**src/rtl/disp_scan_mux.sv**
```systemverilog
// Purpose : time-multiplexed N-digit common-anode display driver with double-buffered frames,
//           per-digit enable, anti-ghost blanking and 4-bit PWM brightness.
// Latency : Hex/p/LE/AN are registered, 1 clk behind scan_idx; frames swap only at frame end.
// Backpr. : none; load is always accepted into the shadow buffer (last load in a frame wins).
//
// Ports:
//   clk, rst            rising-edge clock, asynchronous active-high reset
//   Hexs, Point, Les    per-digit nibble / decimal point / latch-enable, captured on load
//   Dig_en              per-digit enable, captured on load (0 keeps that anode off)
//   bright              PWM duty: 0 off, 1..14 = bright/16, 15 = full on (not buffered)
//   load                capture Hexs/Point/Les/Dig_en into the shadow buffer
//   Hex, p, LE          data of the digit being scanned (registered)
//   AN                  active-low anodes, at most one low (registered)
//   scan_idx            digit index currently being scanned
//   frame_done          1-cycle pulse after the active buffer has been refreshed
module disp_scan_mux #(
  parameter  int N_DIGITS  = 8,
  parameter  int PRESCALE  = 100000,
  parameter  int BLANK_CYC = 16,
  localparam int SW        = $clog2(N_DIGITS)
) (
  input  logic                  clk,
  input  logic                  rst,
  input  logic [4*N_DIGITS-1:0] Hexs,
  input  logic [N_DIGITS-1:0]   Point,
  input  logic [N_DIGITS-1:0]   Les,
  input  logic [N_DIGITS-1:0]   Dig_en,
  input  logic [3:0]            bright,
  input  logic                  load,
  output logic [3:0]            Hex,
  output logic                  p,
  output logic                  LE,
  output logic [N_DIGITS-1:0]   AN,
  output logic [SW-1:0]         scan_idx,
  output logic                  frame_done
);

  localparam int CW = $clog2(PRESCALE);

  // Slot phase is decoded from slot_cnt; there is no separate state register.
  typedef enum logic {
    PH_BLANK = 1'b0,
    PH_DRIVE = 1'b1
  } phase_t;

  // Scan counters
  logic [CW-1:0]         r_slot_cnt;
  logic [SW-1:0]         r_scan_idx;
  logic [3:0]            r_pwm_cnt;

  // Shadow buffer (written by load) and active buffer (displayed)
  logic [4*N_DIGITS-1:0] r_sh_hex;
  logic [N_DIGITS-1:0]   r_sh_pt;
  logic [N_DIGITS-1:0]   r_sh_le;
  logic [N_DIGITS-1:0]   r_sh_en;
  logic [4*N_DIGITS-1:0] r_ac_hex;
  logic [N_DIGITS-1:0]   r_ac_pt;
  logic [N_DIGITS-1:0]   r_ac_le;
  logic [N_DIGITS-1:0]   r_ac_en;

  // Output registers
  logic [3:0]            r_hex;
  logic                  r_p;
  logic                  r_le;
  logic [N_DIGITS-1:0]   r_an;
  logic                  r_frame_done;

  // Combinational decode
  logic                  w_slot_wrap;
  logic                  w_last_dig;
  logic                  w_frame_end;
  phase_t                w_phase;
  logic                  w_pwm_on;
  logic [CW-1:0]         w_slot_next;
  logic [SW-1:0]         w_idx_next;
  logic [N_DIGITS-1:0]   w_an_next;
  logic [3:0]            w_hex_sel;

  always_comb begin
    w_slot_wrap = (r_slot_cnt == CW'(PRESCALE - 1));
    w_last_dig  = (r_scan_idx == SW'(N_DIGITS - 1));
    w_frame_end = w_slot_wrap && w_last_dig;
    w_phase     = (r_slot_cnt < CW'(BLANK_CYC)) ? PH_BLANK : PH_DRIVE;
    // 15 is full-on rather than 15/16 so the top setting has no flicker at all.
    w_pwm_on    = (bright == 4'hF) || (r_pwm_cnt < bright);

    w_slot_next = w_slot_wrap ? '0 : r_slot_cnt + CW'(1);
    w_idx_next  = r_scan_idx;
    if (w_slot_wrap) begin
      w_idx_next = w_last_dig ? '0 : r_scan_idx + SW'(1);
    end

    w_hex_sel = r_ac_hex[4*r_scan_idx +: 4];

    // Only the scanned digit can ever be pulled low, so AN is one-hot-low by
    // construction; the blank window at slot start hides the digit hand-over.
    w_an_next = '1;
    if (w_phase == PH_DRIVE && r_ac_en[r_scan_idx] && w_pwm_on) begin
      w_an_next[r_scan_idx] = 1'b0;
    end
  end

  always_ff @(posedge clk or posedge rst) begin
    if (rst) begin
      r_slot_cnt   <= '0;
      r_scan_idx   <= '0;
      r_pwm_cnt    <= '0;
      r_sh_hex     <= '0;
      r_sh_pt      <= '0;
      r_sh_le      <= '0;
      r_sh_en      <= '0;
      r_ac_hex     <= '0;
      r_ac_pt      <= '0;
      r_ac_le      <= '0;
      r_ac_en      <= '0;
      r_hex        <= '0;
      r_p          <= 1'b0;
      r_le         <= 1'b0;
      r_an         <= '1;
      r_frame_done <= 1'b0;
    end else begin
      r_slot_cnt   <= w_slot_next;
      r_scan_idx   <= w_idx_next;
      r_pwm_cnt    <= r_pwm_cnt + 4'd1;
      r_frame_done <= w_frame_end;

      // A load on the frame-end edge lands in the shadow while the active
      // buffer takes the previous shadow contents, so that data shows one frame later.
      if (w_frame_end) begin
        r_ac_hex <= r_sh_hex;
        r_ac_pt  <= r_sh_pt;
        r_ac_le  <= r_sh_le;
        r_ac_en  <= r_sh_en;
      end
      if (load) begin
        r_sh_hex <= Hexs;
        r_sh_pt  <= Point;
        r_sh_le  <= Les;
        r_sh_en  <= Dig_en;
      end

      r_hex <= w_hex_sel;
      r_p   <= r_ac_pt[r_scan_idx];
      r_le  <= r_ac_le[r_scan_idx];
      r_an  <= w_an_next;
    end
  end

  assign Hex        = r_hex;
  assign p          = r_p;
  assign LE         = r_le;
  assign AN         = r_an;
  assign scan_idx   = r_scan_idx;
  assign frame_done = r_frame_done;

endmodule
```
**config.mk**
```make
export PLATFORM = sky130hd
export DESIGN_NAME = disp_scan_mux
export DESIGN_NICKNAME = d
export VERILOG_FILES = /design/src/rtl/disp_scan_mux.sv
export SDC_FILE = /design/constraint.sdc
export NUM_CORES = 1
export LEC_CHECK = 0
export ABC_CLOCK_PERIOD_IN_PS = 9150
export CAP_MARGIN = 20
export CORE_MARGIN = 4
export CORE_UTILIZATION = 55
export CTS_CLUSTER_DIAMETER = 200
export DETAILED_ROUTE_END_ITERATION = 8
export PLACE_DENSITY_LB_ADDON = 0.12
export SLEW_MARGIN = 20
export SYNTH_ARGS = -nofsm -noshare
export SYNTH_HDL_FRONTEND = slang
export SYNTH_SLANG_ARGS = --single-unit
```
**constraint.sdc**
```tcl
create_clock -name clk -period 9.15 [get_ports clk]
set_clock_uncertainty 0.2 [all_clocks]
set_input_delay 1.83 -clock clk [delete_from_list [all_inputs] [get_ports clk]]
set_output_delay 1.83 -clock clk [all_outputs]
set_load 0.02 [all_outputs]
```
---- Word-level counts from Yosys, hierarchy flattened ----
Index checks and enable logic that the tools add are counted.
Widths: inputs -> output; s select.
storage, ports and cells
  register bits ........................... 151
  input port bits ......................... 63
  output and inout port bits .............. 18
  word-level logic and storage cells ...... 45
operators by class
  $add $sub $neg .......................... 3
  order comparisons ....................... 4
  equal/unequal tests ..................... 3
  shift-type cells ........................ 1
  muxes and demuxes ....................... 12
  bitwise gates (word level) .............. 1
  reductions and logical operators ........ 5
operator list
  cell                   count
  $shiftx 32x6->4        1
  $add 17x1->17 const B  1
  $eq 17x17->1 const B   1
  $lt 17x5->1 const B    1
  $mux 17                1
  $bmux 1 s3             3
  $mux 8                 1
  $not 8->8              1
  $mux 1                 5
  $add 4x1->4 const B    1
  $eq 4x4->1 const B     1
  $logic_and 1x1->1      4
  $lt 3x4->1 const B     1
  $lt 4x4->1             1
  $add 3x1->3 const B    1
  $demux 1 s3            1
  $eq 3x3->1 const B     1
  $ge 3x1->1 const B     1
  $mux 3                 1
  $logic_or 1x1->1       1

---- Depth between registers and ports, before layout ----
Gate-level depths: netlist of the first run.
  depth in word-level cells ............... 6
  gate-level depth with buffers ........... 7
  gate-level depth less buffers ........... 6

---- Worst setup path after synthesis of the first run ----
Ideal clock, no wire load.
  path type ............................... input to register
  start ................................... in load
  end ..................................... reg r_sh_en[0]
  library setup time ...................... 0.125 ns
  data arrival time ....................... 2.848 ns
  data required time ...................... 8.825 ns
  slack ................................... 5.977 ns
  stages on the path ...................... 3
  path buffers ............................ 2
  cell sequence ........................... clkbuf_1 -> clkbuf_1 -> mux2_2
RTL lines
  what                  line  text
  from (decl)           29    input logic load,
  to (signal assigned)  139   r_sh_en <= Dig_en;
  to (decl)             55    logic [N_DIGITS-1:0] r_sh_en;
No word-level cell between the ends.

---- Final worst setup path of the first run ----
  start ................................... reg r_scan_idx[1], in the netlist scan_idx[1]
  end ..................................... out scan_idx[1]
RTL lines
  what                    line  text
  from (decl)             48    logic [SW-1:0] r_scan_idx;
  from (signal assigned)  123   r_scan_idx <= w_idx_next;
  to (decl)               34    output logic [SW-1:0] scan_idx,
No word-level cell between the ends.

==> results of run 1 <==
==> flip-flops by register name, indices dropped and copies added (netlist names), 3 cells and up <==
name and count:
AN 8, Hex 4, r_ac_en 8, r_ac_hex 32, r_ac_le 8, r_ac_pt 8, r_pwm_cnt 4, r_sh_en 8
r_sh_hex 32, r_sh_le 8, r_sh_pt 8, r_slot_cnt 17, scan_idx 3
==> routing by layer <==
layer / wire (um) / track usage, %
met5: 0 / 0
met4: 82 / 6.961
met3: 490 / 5.389
met2: 5877 / 30.05
met1: 5340 / 24.16
==> power groups by stage <==
stage,clock network (mW),logic [mW],registers [mW]
final,0.645,0.0755,0.707
after global routing,0.685,0.0832,0.710
after CTS,0.657,0.0765,0.708
after detailed placement,0,0.0760,0.719
after global placement,0,0.0737,0.718
after floorplan,0,0.0412,0.713
==> cell usage in the layout, fill, tap and decap left out, types with 8 or more instances in the layout <==
cell type | netlist | routed
dfrtp_1 | 143 | 143
mux2_2 | 79 | 79
clkdlybuf4s50_1 | 0 | 79
mux2_4 | 40 | 40
clkbuf_16 | 0 | 17
nor2_1 | 14 | 14
nand2_1 | 13 | 13
nand4_1 | 11 | 11
xnor2_1 | 11 | 11
nand3_1 | 10 | 10
dfstp_2 | 8 | 8
==> layout make-up <==
class | instances | area share, %
Clock buffer | 25 | 6.271
Clock inverter | 4 | 0.5701
Inverter | 8 | 0.4434
Multi-Input combinational cell | 262 | 31.89
Sequential cell | 151 | 47.95
Tap cell | 143 | 2.264
Timing Repair Buffer | 84 | 10.61
==> kinds of logic (layout without fill, tap and decap cells) <==
logic type      count (synthesis)  in the layout  synth area share, %
buf+inv                        29            121                2.289
xor+xnor                       16             16                2.172
simple gates                   85             85                7.564
flops                         151            151                58.73
compound gates                 27             27                2.774
mux                           127            127                25.12
fa+ha+maj                       7              7                1.358
==> how the worst min path moves through the flow <==
stage	startpoint	endpoint	slack (ns)
2_1_floorplan	r_pwm_cnt[0]	r_pwm_cnt[0]	0.24
4_1_cts	r_sh_en[7]	r_ac_en[7]	0.31
5_1_grt	r_sh_le[6]	r_sh_le[6]	0.32
3_3_place_gp	r_pwm_cnt[3]	r_pwm_cnt[3]	0.27
3_5_place_dp	r_pwm_cnt[3]	r_pwm_cnt[3]	0.27
6_report	r_pwm_cnt[2]	r_pwm_cnt[2]	0.30
==> metrics by stage <==
stage	setup slack (ns)	area, sq um	util (%)
after global placement	5.156	7341	64.02
after floorplan	3.069	6451	-
after global routing	4.871	7901	68.90
final	5.009	7901	68.90
after detailed placement	5.112	7341	64.02
after CTS	4.973	7881	68.73
==> impl_results.md, run 1 <==
* FF+latch count, synth at 151
* Post-synthesis instance area at 6451 sq um
* Synth top cells by count: dfrtp_1 (143), mux2_2 (79), mux2_4 (40), nor2_1 (14)
* Drt total wl at 11.79 mm
* Post-DR vias/cell at 5.495
* Core area at 11470 sq um
* Routed wire per std cell at 17.42 um
* Worst r2r path cells at 4
* CTS clock-pin slew for the worst setup and hold paths at 0.06 ns
* Global-route wire length before repair at 18.96 mm
* Total power draw at 1.427 mW
* Crit-path cells: clkdlybuf4s50_1
* # setup viols final at 0
* Crit path max fanout at 25
* Primary FF master, synth: dfrtp_1
* Synth area leaders: dfrtp_1 (55%), mux2_2 (14%), mux2_4 (9.3%), dfstp_2 (3.3%), xnor2_1 (1.5%)
* Critical Path AT at 2.11 ns
* Later-pin clock latency in the skew report at 0.41 ns
* Register area at 3789 sq um
* Worst vdd ir at 0.0001440 V
* CP required at 7.12 ns
* Max_slew headroom at 33.86%
* Area of the multi-input gates at 2520 sq um
* Cell family with most CP delay: flip-flops
* Number of flops mapped to enable cells by yosys at 0
* Worst hold path depth at 1
* Final hold violations at 0
* Pwr dens at 180.7 nW/um^2
* Netlist cell types at 46
* Crit Path Category: reg -> out
* Internal cell power at 1.138 mW
* DIE WIDTH at 116.3 um
* Iter 0 DRT Violations at 246
* Crit. End Element: output pin
* Layout Cells excl Fill at 677
* Yosys warns at 0
* Switching pwr at 0.2899 mW
* Sequential power share at 49.5%
* N_diodes at 0
* Routed vias at 3720
* CP max stage cell: dfrtp_1
* H-tree depth at 4
* Vias in the first global route at 3816
* Status: completed
* Starting Density at 56.26%
* Worst-margin pin slew at 0.9921 ns
* Clock tree sinks at 151
* Buffer count from post-CTS setup fixing at 0
* # resized after CTS at 0
* Die H at 116.3 um
* Gr usage total at 18.64%
* Clock Power Share at 45.2%
* Part of the power in combinational logic at 5.3%
* Post-DP HPWL at 7.627 mm
* Period utilization at 45.26%
* DR pass1 iterations at 4
* Max Freq at 241.5 MHz
* R2r startpoint: r_slot_cnt[12]
* Syn Area/Cell at 14.60 sq um
* Crit-path max cell delay at 0.92 ns
* Area added between synthesis and finish at 22.48%
* Startpoint Class: flop
* Post-route ant nets at 0
* Nets at 594
* Most frequent cell after synthesis: dfrtp_1
* Switching Fraction at 20.31%
* Post-layout min period at 4.141 ns
* Io pins at 81
* CP endpoint: scan_idx[1]
* Worst path depth at 1
* Largest net degree at the start of global routing at 82
* TritonCTS clock tree: built
* P_leak at 3.677 nW
* Placed Instances at 647
* RSZ-0062 raised after global routing: no
* Site Rows at 39
* Initial antenna violation count at 0
* Clk root buf: clkbuf_16
* IO buf count at 80
* Seq/Total Area, Yosys at 58.73%
* Mapped Cells at 442
* Synth area leader: dfrtp_1
* Hold Slack at 0.2972 ns
* Fillers at 816
* Setup TNS at 0 ns
* Num CTS Buffers at 17
* MaxCap Viol Count at 0
* Worst Hold Class: reg -> reg
* Syn_nets at 512
* Worst r2r dst: r_ac_hex[0]
* GRT overflow at 0
* Die area at 13530 sq um
* Fin. max-slew vios at 0
* Synth top area share at 55.47%
* R2r setup slk at 5.95 ns
* # DRC at 0
* Async S/R FF share, synth at 100.0%
* CTS Buffer Depth at 2
* Buf/Inv on CP at 1
* Setup crit start: scan_idx[1]
* Cts hold-fix bufs at 0
* Share of cells above drive strength 1 at 31.09%
* Gp weighted congestion at 0.7911
Power figures use the tool's default switching activity.
==> run 2, diff against run 1 <==
ABC_CLOCK_PERIOD_IN_PS = 3650   (was 9150)
CORE_UTILIZATION = 50   (was 55)
clock period = 3.65 ns   (was 9.15 ns; I/O delays follow)
==> run 2 against run 1 <==
Hold slack got worse by 0.019 ns; non-clock buffer count increased by 4; setup slack worse by 4.2 ns; critical path type is now reg -> reg; global-route usage decreased by 1.1 points.
==> impl_results.md, run 2 (same netlist as run 1, synthesis figures left out) <==
* Die area at 14780 sq um (+9.3%)
* Clock tree sinks at 151 (unchanged)
* Cell family with most CP delay: simple AND/OR/NAND/NOR gates
* Post-route ant nets at 0 (unchanged)
* Iter 0 DRT Violations at 158 (-36%)
* DR pass1 iterations at 5 (+1)
* Post-DR vias/cell at 5.334 (-2.9%)
* Most frequent cells in the layout: dfrtp_1 (143), mux2_2 (79), clkdlybuf4s50_1 (79), mux2_4 (40), clkbuf_16 (17)
* Crit Path Category: reg -> reg
* Clk root buf: clkbuf_16
* Part of the power in combinational logic at 5.3% (about the same)
* Commonest non-fill, non-tap cell in the layout: dfrtp_1
* DIE WIDTH at 121.6 um (+4.5%)
* Die H at 121.6 um (+4.5%)
* Crit-path max cell delay at 0.61 ns (-0.31 ns)
* Area added between synthesis and finish at 24.17%
* # DRC at 0 (unchanged)
* Worst Hold Class: reg -> reg
* Worst hold path depth at 1 (unchanged)
* CP max stage cell: nor4_4
* Post-DP HPWL at 8.010 mm (+5.0%)
* CP required at 3.75 ns (-3.37 ns)
* Initial antenna violation count at 0 (unchanged)
* TritonCTS clock tree: built
* Largest regs: r_ac_hex: 32 flops, r_sh_hex: 32 flops, r_slot_cnt: 17 flops
* Final hold violations at 0 (unchanged)
* Setup TNS at 0 ns (unchanged)
* Core area at 12620 sq um (+10%)
* Setup slack after layout at 0.7857 ns (-4.223 ns)
* DP Area at 7438 sq um (+1.3%)
* Global-route wire length before repair at 20.05 mm (+5.7%)
* RSZ-0062 raised after global routing: no
* Clock Power Share at 45.6% (+0.4 points)
* Num CTS Buffers at 17 (unchanged)
* Pwr dens at 451.2 nW/um^2 (+150%)
* Later-pin clock latency in the skew report at 0.42 ns (about the same)
* Period utilization at 78.47%
* Gp weighted congestion at 0.8073 (+2.0%)
* Switching Fraction at 20.31% (about the same)
* Worst vdd ir at 0.0002698 V (+87%)
* Cts hold-fix bufs at 0 (unchanged)
* # resized after CTS at 0 (unchanged)
* Worst path depth at 5 (+4)
* Max_slew headroom at 36.45% (+2.6 points)
* MaxCap Viol Count at 0 (unchanged)
* Fin. max-slew vios at 0 (unchanged)
* Buffer count from post-CTS setup fixing at 0 (unchanged)
* Gr usage total at 17.52% (-1.1 points)
* IO buf count at 80 (unchanged)
* Routed wire per std cell at 16.73 um (-4.0%)
* Post-layout min period at 2.864 ns
* Startpoint Class: flop
* Worst-margin pin slew at 0.9533 ns (-0.03880 ns)
* Routed vias at 3803 (+2.2%)
* Fillers at 1012 (+24%)
* Site Rows at 41 (+5.1%)
* Nets at 598 (+0.67%)
* N_diodes at 0 (unchanged)
* Largest net degree at the start of global routing at 92 (+12%)
* Status: completed
* Worst r2r path cells at 5 (+1)
* Buf/Inv on CP at 1 (unchanged)
* Io pins at 81 (unchanged)
* Critical Path AT at 2.96 ns (+0.85 ns)
* CTS clock-pin slew for the worst setup and hold paths at 0.06 ns (about the same)
* H-tree depth at 4 (unchanged)
* Crit-path cells: or4_4, nor4_4, nand2_4, buf_4, mux2_4
* # setup viols final at 0 (unchanged)
* Internal cell power at 2.880 mW (+150%)
* Share of cells above drive strength 1 at 32.35% (+1.3 points)
* Starting Density at 51.12% (-5.1 points)
* Sequential power share at 49.0% (-0.5 points)
* Switching pwr at 0.7341 mW (+150%)
* Vias in the first global route at 3951 (+3.5%)
* Dpl ws at 0.8018 ns (-4.310 ns)
* Drt total wl at 11.93 mm (+1.1%)
* Crit. End Element: flop
* GRT overflow at 0 (unchanged)
* CTS Buffer Depth at 2 (unchanged)
* Max Freq at 349.1 MHz
* P_leak at 3.710 nW (+0.90%)
* Crit path max fanout at 56 (+120%)
* Final Instance Area at 8010 sq um (+1.4%)
==> run 2: changes by cell type in the layout (fill, tap and decap cells not counted), sizes merged <==
cell      delta
inv          -1
buf          +4
clkinvlp     +3
clkinv       +2
clkbuf       -1
==> run 2: final timing paths <==
path	from	end	slack [ns]
setup / recovery	r_slot_cnt[12]	r_ac_hex[1]	0.79
min in group asynchronous	rst	r_sh_hex[8]	0.58
setup reg to reg	r_slot_cnt[12]	r_ac_hex[1]	0.79
hold / removal	r_pwm_cnt[0]	r_pwm_cnt[0]	0.28
hold reg to reg	r_pwm_cnt[0]	r_pwm_cnt[0]	0.28
max in group asynchronous	rst	AN[5]	2.22
==> run 2: per-stage QoR <==
step           utilization, %  total power, mW  hold WS (ns)  cells
2_1_floorplan               -            1.892        0.2438    442
3_3_place_gp            58.94            1.993        0.2703    681
3_5_place_dp            58.94            1.999        0.2762    681
4_1_cts                 63.47            3.666        0.2860    713
5_1_grt                 63.47            3.761        0.3118    713
6_report                63.47            3.614        0.2787    713
==> run 2: worst register-to-register path: stages, from the launching register on <==
cell and delay (ns):
dfrtp_1 0.42, or4_4 0.58, nor4_4 0.61, nand2_4 0.07, buf_4 0.40, mux2_4 0.48
==> run 2: cell type report <==
class	instances	area [sq um]	share of cell area, %
clock inverter	8	70.07	0.8747
clock buffer	24	501.7	6.264
timing repair buffer	88	880.8	11.00
multi-input combinational	262	2520	31.46
sequential	151	3789	47.30
inverter	8	33.78	0.4217
tap	172	215.2	2.687
==> run 2: power by group through the flow <==
stage | registers [mW] | clock network [mW] | logic [mW]
final | 1.77 | 1.65 | 0.192
after global routing | 1.78 | 1.77 | 0.211
after CTS | 1.77 | 1.70 | 0.197
after detailed placement | 1.80 | 0 | 0.196
after global placement | 1.80 | 0 | 0.191
after floorplan | 1.79 | 0 | 0.104
==> run 2: layer usage <==
layer	wire length, um	track usage (%)	part of all wire [%]	up-vias
li1	-	-	-	1766
met1	5413	23.40	45	1928
met2	5747	27.56	48	88
met3	553	4.503	4.6	21
met4	211	7.143	1.8	0
met5	0	0	0	-
